===== config.mk =====
export PLATFORM = sky130hd
export DESIGN_NAME = adc_frame_controller
export DESIGN_NICKNAME = d
export VERILOG_FILES = /design/src/rtl/adc_frame_controller.sv
export SDC_FILE = /design/constraint.sdc
export NUM_CORES = 1
export LEC_CHECK = 0
export CORE_MARGIN = 10
export CORE_UTILIZATION = 40
export DETAILED_ROUTE_END_ITERATION = 12
export DONT_BUFFER_PORTS = 1
export PLACE_DENSITY = 0.59
export SYNTH_ARGS = -nofsm -noshare
export SYNTH_HDL_FRONTEND = slang
export SYNTH_SLANG_ARGS = --single-unit

===== constraint.sdc =====
create_clock -name clk_50M -period 3.1 [get_ports clk_50M]
set_clock_uncertainty 0.05 [all_clocks]
set_input_delay 0.775 -clock clk_50M [delete_from_list [all_inputs] [get_ports clk_50M]]
set_output_delay 0.775 -clock clk_50M [all_outputs]
set_load 0.05 [all_outputs]

===== src/rtl/adc_frame_controller.sv =====
// SPI frame controller for the ADC128S022: generates CS_N/SCLK/DIN from the divided
// ADC clock, shifts in one 12-bit conversion per frame and publishes it with a valid strobe.
module adc_frame_controller #(
    parameter int FRAME_LEN  = 16,
    parameter int DATA_W     = 12,
    parameter int LEAD_ZEROS = 4,
    parameter int CH_W       = 3
) (
    input  logic              clk_50M,
    input  logic              rst_n,
    input  logic              adc_clk_in,
    input  logic              start,
    input  logic              cont_en,
    input  logic [CH_W-1:0]   channel,
    output logic              busy,
    output logic              adc_cs_n,
    output logic              adc_sck,
    output logic              adc_din,
    input  logic              adc_dout,
    output logic [DATA_W-1:0] data_out,
    output logic [CH_W-1:0]   data_ch,
    output logic              data_valid
);

    localparam int CNT_W = $clog2(FRAME_LEN);
    localparam logic [CNT_W-1:0] LEAD_CNT = CNT_W'(LEAD_ZEROS);
    localparam logic [CNT_W-1:0] LAST_CNT = CNT_W'(FRAME_LEN - 1);

    typedef enum logic {IDLE, FRAME} state_t;

    state_t              state_q, state_d;
    logic                clk_d_q;
    logic                cs_n_q, cs_n_d;
    logic                sck_q, sck_d;
    logic                din_q, din_d;
    logic                busy_q, busy_d;
    logic                valid_q, valid_d;
    logic                pend_q, pend_d;
    logic                gap_ok_q, gap_ok_d;
    logic [CNT_W-1:0]    bit_cnt_q, bit_cnt_d;
    logic [CH_W-1:0]     ch_q, ch_d;
    logic [DATA_W-1:0]   shift_q, shift_d;
    logic [DATA_W-1:0]   data_out_q, data_out_d;
    logic [CH_W-1:0]     data_ch_q, data_ch_d;

    logic                rise_tick;
    logic                fall_tick;
    logic [CNT_W-1:0]    bit_cnt_inc;
    logic [FRAME_LEN-1:0] addr_map;

    assign rise_tick   = adc_clk_in & ~clk_d_q;
    assign fall_tick   = ~adc_clk_in & clk_d_q;
    assign bit_cnt_inc = bit_cnt_q + CNT_W'(1);

    // DIN value for each bit position: channel address MSB-first in slots 2.., zero elsewhere.
    for (genvar gi = 0; gi < FRAME_LEN; gi++) begin : g_addr
        if (gi >= 2 && gi < 2 + CH_W) begin : g_ch
            assign addr_map[gi] = ch_q[CH_W + 1 - gi];
        end else begin : g_zero
            assign addr_map[gi] = 1'b0;
        end
    end

    always_ff @(posedge clk_50M or negedge rst_n) begin
        if (!rst_n) begin
            state_q    <= IDLE;
            clk_d_q    <= 1'b0;
            cs_n_q     <= 1'b1;
            sck_q      <= 1'b1;
            din_q      <= 1'b0;
            busy_q     <= 1'b0;
            valid_q    <= 1'b0;
            pend_q     <= 1'b0;
            gap_ok_q   <= 1'b1;
            bit_cnt_q  <= '0;
            ch_q       <= '0;
            shift_q    <= '0;
            data_out_q <= '0;
            data_ch_q  <= '0;
        end else begin
            state_q    <= state_d;
            clk_d_q    <= adc_clk_in;
            cs_n_q     <= cs_n_d;
            sck_q      <= sck_d;
            din_q      <= din_d;
            busy_q     <= busy_d;
            valid_q    <= valid_d;
            pend_q     <= pend_d;
            gap_ok_q   <= gap_ok_d;
            bit_cnt_q  <= bit_cnt_d;
            ch_q       <= ch_d;
            shift_q    <= shift_d;
            data_out_q <= data_out_d;
            data_ch_q  <= data_ch_d;
        end
    end

    always_comb begin
        state_d    = state_q;
        cs_n_d     = cs_n_q;
        sck_d      = sck_q;
        din_d      = din_q;
        busy_d     = busy_q;
        valid_d    = 1'b0;
        pend_d     = pend_q;
        gap_ok_d   = gap_ok_q;
        bit_cnt_d  = bit_cnt_q;
        ch_d       = ch_q;
        shift_d    = shift_q;
        data_out_d = data_out_q;
        data_ch_d  = data_ch_q;

        if (start && state_q == IDLE) begin
            pend_d = 1'b1;
        end

        case (state_q)
            IDLE: begin
                // A rising edge seen while CS is high means a full SCLK period of deselect is guaranteed.
                if (rise_tick) begin
                    gap_ok_d = 1'b1;
                end
                if (fall_tick && gap_ok_q && (pend_q || cont_en)) begin
                    state_d   = FRAME;
                    cs_n_d    = 1'b0;
                    sck_d     = 1'b0;
                    bit_cnt_d = '0;
                    din_d     = 1'b0;
                    ch_d      = channel;
                    busy_d    = 1'b1;
                    pend_d    = 1'b0;
                    shift_d   = '0;
                end
            end
            FRAME: begin
                if (rise_tick) begin
                    sck_d = 1'b1;
                    if (bit_cnt_q >= LEAD_CNT) begin
                        shift_d = {shift_q[DATA_W-2:0], adc_dout};
                    end
                end else if (fall_tick) begin
                    if (bit_cnt_q != LAST_CNT) begin
                        bit_cnt_d = bit_cnt_inc;
                        sck_d     = 1'b0;
                        din_d     = addr_map[bit_cnt_inc];
                    end else begin
                        state_d    = IDLE;
                        cs_n_d     = 1'b1;
                        sck_d      = 1'b1;
                        din_d      = 1'b0;
                        busy_d     = 1'b0;
                        gap_ok_d   = 1'b0;
                        data_out_d = shift_q;
                        data_ch_d  = ch_q;
                        valid_d    = 1'b1;
                    end
                end
            end
            default: state_d = IDLE;
        endcase
    end

    assign busy       = busy_q;
    assign adc_cs_n   = cs_n_q;
    assign adc_sck    = sck_q;
    assign adc_din    = din_q;
    assign data_out   = data_out_q;
    assign data_ch    = data_ch_q;
    assign data_valid = valid_q;

endmodule

==> flow_summary_export.csv, run 1 <==
group,metric,value,unit
worst_setup_path,rr_endpoint,"data_out[3]",
pwr,p_sw_share,32.3,%
pwr,peakVddDrop,303,uV
floorplanning,num_rows,24,
clock_network,cts_setup_buffers,0,
final_layout,fillers,405,
worst_setup_path,cp-end-kind,"flip-flop",
pwr,power_switching,488,uW
floorplanning,core-area,4410,um2
pwr,clock_power_share,27.4,%
clock_network,cts_made_buffers,5,
synthesis,ys_ff_latch,43,
grt,grt_use_total,9.98,%
placed_design,hpwl,2.45,mm
synthesis,synthesis.nets,168,
timing,max_slew_margin,32.7,%
floorplanning,die-area,7710,um2
floorplanning,io-pin-count,29,
timing,final.min_clock_period,1.93,ns
floorplanning,die_w,87.8,um
drt,drtIter0Drc,75,
synthesis,synth_area_leaders,"dfrtp_1 54%, mux2_2 7.4%, nand2_1 6.3%",
drt,drtAntennaViolNets,0,
timing,slew_violations,0,
grt,grt_antenna_before_repair,0,
flow_run,drv_cap,0,
final_layout,multiInputGateArea,688,um2
worst_setup_path,rr_worst_depth,4,
synthesis,synth_warnings,0,
placed_design,postPlaceCellArea,1840,um2
final_layout,regArea,1080,um2
synthesis,ys_types,33,
grt,grt_pass1_vias,1203,
synthesis,syn_inst,158,
clock_network,clock-sinks,43,
floorplanning,dieHeight,87.8,um
final_layout,drive_gt1_share,15.9,%
pwr,power_frac_seq,56.3,%
timing,hold_viol,0,
pwr,p_comb_share,16.4,%
placed_design,io_buffers,0,
status,outcome,"finished clean",
synthesis,syn_area,1840,um2
worst_setup_path,cp.arrival,2.06,ns
clock_network,cts_tree,"done",
worst_setup_path,reg2reg_from,"bit_cnt_q[0]",
timing,rsz0062_at_grt,"false",
drt,drc,0,
final_layout,syn2layout_area_growth,5.92,%
final_layout,most-common-layout-cells,"40 x dfrtp_1, 31 x nand2_1, 16 x o21ai_0",
timing,achievable-frequency,0.518,GHz
pwr,p_int,1020,uW
synthesis,syn_area_per_cell,11.6,um2
final_layout,stdcell_area,1950,um2
synthesis,synth-seq-area-share,58.7,%
worst_setup_path,rrSetupSlack,1.20,ns
pwr,power_density,776,nW/um2
timing,fin_tns_setup,0,ns
clock_network,h-tree-depth,2,
floorplanning,start_util,41.6,%
min_path,hp-class,"in -> async",
drt,wl,3.60,mm
grt,overflow,0,
worst_setup_path,setup.worst_path.class,"in -> reg",
clock_network,cts_hold_buf,0,
timing,period_share,62.3,%
final_layout,finalNetCount,167,
grt,grt_pass1_wl,6.02,mm
timing,finalSetupViolations,0,
worst_setup_path,required,3.23,ns
grt,grt_max_degree,44,
drt,wl_per_cell,17.2,um
clock_network,cts_resized,0,
clock_network,cts_root_buf,"clkbuf_8",
clock_network,clk_pin_slew,0.08,ns
clock_network,clockBufferDepth,2,
synthesis,synth_top_cell_by_area,"dfrtp_1",
clock_network,clk_latency,0.29,ns
worst_setup_path,cp-start-kind,"primary input",
drt,vias,1177,
drt,drt_pass1_iterations,4,
final_layout,antennaDiodeCount,0,
placed_design,gp_congestion,0.839,
worst_setup_path,path_max_fanout,19,
timing,whs,0.121,ns
pwr,leakage,0.000916,uW
final_layout,layout_commonest_cell,"dfrtp_1",
drt,via_per_inst,5.63,
synthesis,netlist.area_leader.share,54.5,%
timing,worst_slew_pin_slew,1.01,ns
==> cells in the mapped netlist <==
| library cell | count |
|---|---|
| mux2_2 | 12 |
| nand4bb_1 | 1 |
| dfrtp_1 | 40 |
| nand2_1 | 31 |
| a21oi_1 | 4 |
| nor3_4 | 1 |
| buf_2 | 4 |
| mux2_1 | 6 |
| a21o_1 | 1 |
| o211ai_1 | 1 |
| o21ai_0 | 16 |
| o21ai_1 | 1 |
| o211a_1 | 1 |
| a22oi_1 | 1 |
| nand2b_1 | 1 |
| nand2_2 | 1 |
| dfstp_2 | 3 |
| nand3_1 | 3 |
| xnor2_1 | 2 |
| nand4b_1 | 1 |
| nand4_1 | 1 |
| clkbuf_2 | 1 |
| ha_1 | 1 |
| and3_1 | 1 |
| o2bb2ai_1 | 3 |
| nand3_2 | 1 |
| nor2_8 | 1 |
| inv_1 | 3 |
| buf_6 | 3 |
| nor3_1 | 1 |
| nor2_1 | 5 |
| a22o_1 | 3 |
| nor2b_1 | 3 |
==> through the flow <==
stage	util, %	worst slack [ns]	instances	total power, uW
floorplan	-	1.19	158	1070
global placement	41.8	0.924	202	1090
detailed placement	41.8	0.862	202	1110
CTS	44.1	1.18	209	1520
global route	44.1	1.08	209	1600
finish	44.1	1.17	209	1510
==> how the worst max path moves through the flow <==
stage                            start     endpoint  slack [ns]  cells past startpoint
after floorplan             adc_clk_in   data_ch[2]        1.19                      6
after detailed placement    adc_clk_in  data_out[3]        0.86                      4
after global placement      adc_clk_in  data_out[2]        0.92                      4
after CTS                   adc_clk_in  data_out[3]        1.18                      4
final                       adc_clk_in  data_out[3]        1.17                      4
after global routing      bit_cnt_q[0]  data_out[8]        1.08                      4
==> cell type report <==
class                           count  area share (%)
Inverter                            3           0.578
Sequential cell                    43            55.5
Clock inverter                      1            1.54
Clock buffer                        6            3.73
Multi-Input combinational cell    104            35.3
Tap cell                           52            3.34
==> cells by family (layout without fill, tap and decap cells) <==
logic type | Yosys count | after routing | share of synthesized area [%]
XOR/XNOR | 2 | 2 | 0.953
adder cells (fa/ha/maj) | 1 | 1 | 0.681
flip-flops | 43 | 43 | 58.7
AND/OR/NAND/NOR | 52 | 52 | 14.4
AO/OA/AOI/OAI | 31 | 31 | 10.3
multiplexers | 18 | 18 | 11.0
buffers and inverters | 11 | 10 | 3.81
==> worst max-delay path, cell delays in order <==
cell and delay [ns]:
nor2b_1 0.39, nand2_2 0.18, nor2_8 0.32, mux2_2 0.38
==> power by group through the flow <==
stage	clock (uW)	combinational (uW)	sequential, uW
3_3_place_gp	0	235	854
2_1_floorplan	0	272	795
3_5_place_dp	0	245	861
5_1_grt	448	283	872
4_1_cts	424	248	850
6_report	413	247	850
==> state kept, by name (all words and copies together), names as in the netlist <==
| signal | count |
|---|---|
| pend_q | 1 |
| ch_q | 3 |
| clk_d_q | 1 |
| shift_q | 12 |
| busy | 1 |
| adc_sck | 1 |
| data_valid | 1 |
| data_ch | 3 |
| bit_cnt_q | 4 |
| state_q | 1 |
| adc_din | 1 |
| data_out | 12 |
| gap_ok_q | 1 |
| adc_cs_n | 1 |
==> routing by layer <==
layer  share of wire, %  global-route usage, %  vias up
met5                  0                      0        -
met3                8.7                   5.11       10
met4                2.5                   4.64        0
met1                 40                   11.1      599
met2                 49                   15.5       30
li1                   -                      -      538
(Power assumes the default switching activity.)
==> run 2: changes to the inputs <==
clock period = 2 ns   (was 3.1 ns; I/O delays follow)
==> run 2 against run 1 <==
Compared with the run above: worst setup slack got worse by 1.0 ns; power rose by 51%; non-clock buffer count rose by 6; combinational power rose by 66%; final cell count rose by 2.9%; flip-flop and latch count did not move; largest cell class unchanged; largest power group unchanged; via count fell by 0.93%; highest routed layer unchanged; worst hold slack improved by 0.059 ns; first-iteration DRC count rose by 59%; sequential power rose by 54%; sequential share of layout area fell by 1.3 points; count of clock-buffer cells in the layout did not move.
==> flow_summary_export.csv, run 2 (synthesized netlist as in run 1, its figures left out) <==
group,metric,value,unit
final_layout,most-common-layout-cells,"40 x dfrtp_1, 31 x nand2_1, 16 x o21ai_0",
timing,fin_tns_setup,0,ns
floorplanning,die_w,87.8,um
final_layout,syn2layout_area_growth,8.37,%
pwr,power,2270,uW
timing,rsz0062_at_grt,"false",
clock_network,clk_pin_slew,0.08,ns
timing,max_slew_margin,67.0,%
drt,vias,1166,
clock_network,h-tree-depth,2,
grt,grt_pass1_wl,6.19,mm
grt,grt_pass1_vias,1261,
drt,wl_per_cell,16.5,um
worst_setup_path,rrSetupSlack,0.14,ns
min_path,hp-class,"in -> reg",
clock_network,cts_made_buffers,5,
clock_network,cts_tree,"done",
clock_network,cts_setup_buffers,0,
timing,worst_slew_pin_slew,0.495,ns
timing,hold_viol,0,
floorplanning,core-area,4410,um2
final_layout,fillers,411,
floorplanning,dieHeight,87.8,um
worst_setup_path,path_max_fanout,19,
grt,grt_antenna_before_repair,0,
placed_design,io_buffers,0,
drt,wl,3.55,mm
drt,drtIter0Drc,119,
timing,final.min_clock_period,1.86,ns
drt,drtAntennaViolNets,0,
clock_network,cts_resized,0,
clock_network,cts_hold_buf,2,
flow_run,drv_cap,0,
worst_setup_path,setup.worst_path.class,"reg -> reg",
final_layout,drive_gt1_share,19.0,%
final_layout,post-route-util,45.1,%
placed_design,gp_congestion,0.887,
floorplanning,num_rows,24,
floorplanning,die-area,7710,um2
pwr,power_density,1140,nW/um2
min_path,min_from,"adc_clk_in",
worst_setup_path,startpoint,"bit_cnt_q[0]",
floorplanning,io-pin-count,29,
worst_setup_path,cp-end-kind,"flip-flop",
timing,slew_violations,0,
timing,period_share,93.1,%
final_layout,finalNetCount,173,
floorplanning,start_util,41.6,%
timing,finalSetupViolations,0,
grt,grt_max_degree,44,
worst_setup_path,required,2.13,ns
clock_network,clk_latency,0.29,ns
clock_network,clock-sinks,43,
placed_design,hpwl,2.42,mm
worst_setup_path,reg2reg_from,"bit_cnt_q[0]",
final_layout,layout_commonest_cell,"dfrtp_1",
worst_setup_path,cp-start-kind,"flip-flop",
grt,grt_use_total,10.3,%
status,outcome,"finished clean",
pwr,peakVddDrop,444,uV
worst_setup_path,cp.arrival,1.99,ns
drt,via_per_inst,5.42,
drt,drt_pass1_iterations,4,
final_layout,multiInputGateArea,688,um2
timing,whs,0.180,ns
final_layout,antennaDiodeCount,0,
drt,drc,0,
grt,overflow,0,
clock_network,cts_root_buf,"clkbuf_8",
pwr,leakage,0.000946,uW
timing,achievable-frequency,0.537,GHz
clock_network,clockBufferDepth,2,
final_layout,regArea,1080,um2
==> run 2: cell count changes in the layout (fill, tap and decap cells not counted), sizes merged <==
| cell | delta |
|---|---|
| buf | +5 |
| bufinv | -1 |
| clkinv | +1 |
| dlygate4sd3 | +1 |
==> run 2: path summary, 6_finish.rpt <==
kind / end / cells after the start
min in group asynchronous: bit_cnt_q[3] / 2
setup / recovery: data_out[1] / 4
hold reg to reg: pend_q / 2
setup reg to reg: data_out[1] / 4
max in group asynchronous: gap_ok_q / 2
hold / removal: clk_d_q / 0
==> run 2: power by group <==
part / internal (uW) / switching [uW] / leakage [uW]
registers: 1030 / 280 / 0.000561
logic: 197 / 212 / 0.000338
clock network: 271 / 279 / 0.0000470
total: 1500 / 771 / 0.000946
==> run 2: routing by layer <==
| metal | global-route usage [%] | share of wire (%) | vias to the layer above |
|---|---|---|---|
| li1 | - | - | 550 |
| met1 | 11.1 | 40 | 585 |
| met2 | 16.5 | 50 | 25 |
| met3 | 5.01 | 7.8 | 6 |
| met4 | 5.07 | 1.8 | 0 |
| met5 | 0 | 0 | - |
==> run 2: worst max-delay path: stages (launching register included) <==
cell and delay, ns:
dfrtp_1 0.46, ha_1 0.31, nand3_2 0.20, nor2_8 0.36, mux2_2 0.38
==> run 2: final cells by class <==
type	instances	share of cell area [%]
Tap cell	52	3.27
Timing Repair Buffer	6	3.02
Multi-Input combinational cell	104	34.5
Clock buffer	6	4.15
Clock inverter	1	0.251
Sequential cell	43	54.2
Inverter	3	0.565
==> run 2: per-stage QoR <==
| step | setup WS [ns] | cells | area [um2] |
|---|---|---|---|
| 2_1_floorplan | 0.328 | 158 | 1840 |
| 3_3_place_gp | 0.253 | 206 | 1870 |
| 3_5_place_dp | 0.171 | 206 | 1870 |
| 4_1_cts | 0.144 | 215 | 1990 |
| 5_1_grt | 0.0112 | 215 | 1990 |
| 6_report | 0.137 | 215 | 1990 |
==> run 3: changes to the inputs <==
clock period = 2.1 ns   (was 2 ns; I/O delays follow)
==> run 3 against run 2 <==
Compared with the run above: register-to-register slack improved by 0.12 ns; global-route usage down 0.053 points; count of clock-buffer cells in the layout is the same; fmax increased by 0.93%; power down 4.5%; clock power down 4.4%; critical endpoint unchanged; highest routed layer unchanged.
==> flow_summary_export.csv, run 3 (synthesized netlist as in run 1, its figures left out) <==
group,metric,value,unit
drt,vias,1178,
worst_setup_path,cp.arrival,1.97,ns
placed_design,hpwl,2.41,mm
pwr,power_density,1090,nW/um2
clock_network,h-tree-depth,2,
final_layout,stdcell_area,1990,um2
floorplanning,num_rows,24,
drt,drt_pass1_iterations,4,
placed_design,gp_congestion,0.888,
clock_network,cts_made_buffers,5,
drt,drc,0,
clock_network,cts_root_buf,"clkbuf_8",
clock_network,cts_tree,"done",
worst_setup_path,crit_chain,"ha_1 -> nand3_2 -> nor2_8 -> mux2_2",
clock_network,cts_hold_buf,1,
worst_setup_path,cp-end-kind,"flip-flop",
grt,grt_max_degree,41,
floorplanning,io-pin-count,29,
floorplanning,die_w,87.8,um
timing,rsz0062_at_grt,"false",
floorplanning,die-area,7710,um2
clock_network,clock-sinks,43,
grt,overflow,0,
final_layout,drive_gt1_share,19.0,%
grt,use_met2,15.7,%
timing,finalSetupViolations,0,
floorplanning,core-area,4410,um2
clock_network,cts_resized,0,
pwr,leakage,0.000946,uW
final_layout,most-common-layout-cells,"40 x dfrtp_1, 31 x nand2_1, 16 x o21ai_0",
final_layout,syn2layout_area_growth,8.37,%
timing,final.min_clock_period,1.85,ns
timing,worst_slew_pin_slew,0.496,ns
placed_design,io_buffers,0,
flow_run,drv_cap,0,
drt,wl_per_cell,16.6,um
drt,drtAntennaViolNets,0,
grt,grt_pass1_vias,1219,
clock_network,clk_latency,0.29,ns
floorplanning,dieHeight,87.8,um
grt,grt_pass1_wl,6.16,mm
clock_network,clockBufferDepth,2,
worst_setup_path,max_stage_delay,0.45,ns
worst_setup_path,cp-start-kind,"flip-flop",
drt,drtIter0Drc,99,
drt,wl,3.57,mm
drt,via_per_inst,5.48,
min_path,hp-class,"in -> async",
grt,grt_use_total,10.2,%
grt,grt.busiest_layer,"met2",
final_layout,fillers,400,
floorplanning,start_util,41.6,%
final_layout,finalNetCount,173,
timing,period_share,87.9,%
clock_network,cts_setup_buffers,0,
timing,fin_tns_setup,0,ns
worst_setup_path,path_max_fanout,19,
grt,met1_usage,11.9,%
timing,max_slew_margin,66.9,%
worst_setup_path,rr_worst_depth,4,
timing,hold_viol,0,
timing,achievable-frequency,0.542,GHz
pwr,peakVddDrop,421,uV
worst_setup_path,required,2.23,ns
worst_setup_path,crit_slowest_cell,"dfrtp_1",
worst_setup_path,setup.worst_path.class,"reg -> reg",
final_layout,antennaDiodeCount,0,
final_layout,layout_commonest_cell,"dfrtp_1",
status,outcome,"finished clean",
worst_setup_path,reg2reg_from,"bit_cnt_q[0]",
worst_setup_path,rrSetupSlack,0.25,ns
timing,slew_violations,0,
grt,grtUsageMet3,5.01,%
placed_design,postPlaceCellArea,1870,um2
worst_setup_path,rr_endpoint,"data_out[1]",
clock_network,clk_pin_slew,0.08,ns
pwr,power,2170,uW
grt,grt_antenna_before_repair,0,
==> run 3: cell counts in the layout (fill, tap and decap cells not counted) <==
No cell type changed its count.
==> run 3: stage by stage <==
step	hold WS, ns	utilization, %	setup WS, ns	instances
floorplan	0.179	-	0.428	158
global placement	0.182	42.5	0.353	206
detailed placement	0.182	42.5	0.241	206
CTS	0.00575	44.9	0.252	214
global route	0.00754	45.1	0.136	215
finish	0.00851	45.1	0.255	215
==> run 3: worst max path at each step <==
stage	startpoint	endpoint	slack, ns	cells past startpoint
floorplan	bit_cnt_q[0]	data_ch[2]	0.43	5
global placement	bit_cnt_q[0]	data_out[2]	0.35	4
detailed placement	bit_cnt_q[0]	data_out[1]	0.24	4
CTS	bit_cnt_q[0]	data_out[1]	0.25	4
global route	bit_cnt_q[0]	data_out[4]	0.14	4
finish	bit_cnt_q[0]	data_out[1]	0.25	4
==> run 3: routing by layer <==
layer | up-vias | share of wire (%)
li1 | 553 | -
met1 | 587 | 40
met2 | 29 | 49
met4 | 0 | 2.1
met5 | - | 0
met3 | 9 | 8.8
==> run 3: critical path, delay by kind of cell (launching register included) <==
family	cells	cell delay, ns
AND/OR/NAND/NOR	2	0.55
flip-flops	1	0.45
multiplexers	1	0.38
adder cells (fa/ha/maj)	1	0.30
==> run 3: final cells by class <==
class                   instances  area, um2  share of cell area (%)
clock buffers                   6       82.6                    4.15
clock inverters                 1       5.00                   0.251
inverters                       3       11.3                   0.565
multi-input cells             104        688                    34.5
flip-flops and latches         43       1080                    54.2
well taps                      52       65.1                    3.27
repair buffers                  6       60.1                    3.02
==> run 3: power by group <==
group / switching, uW / internal [uW]
combinational: 203 / 188
sequential: 268 / 985
clock: 268 / 258
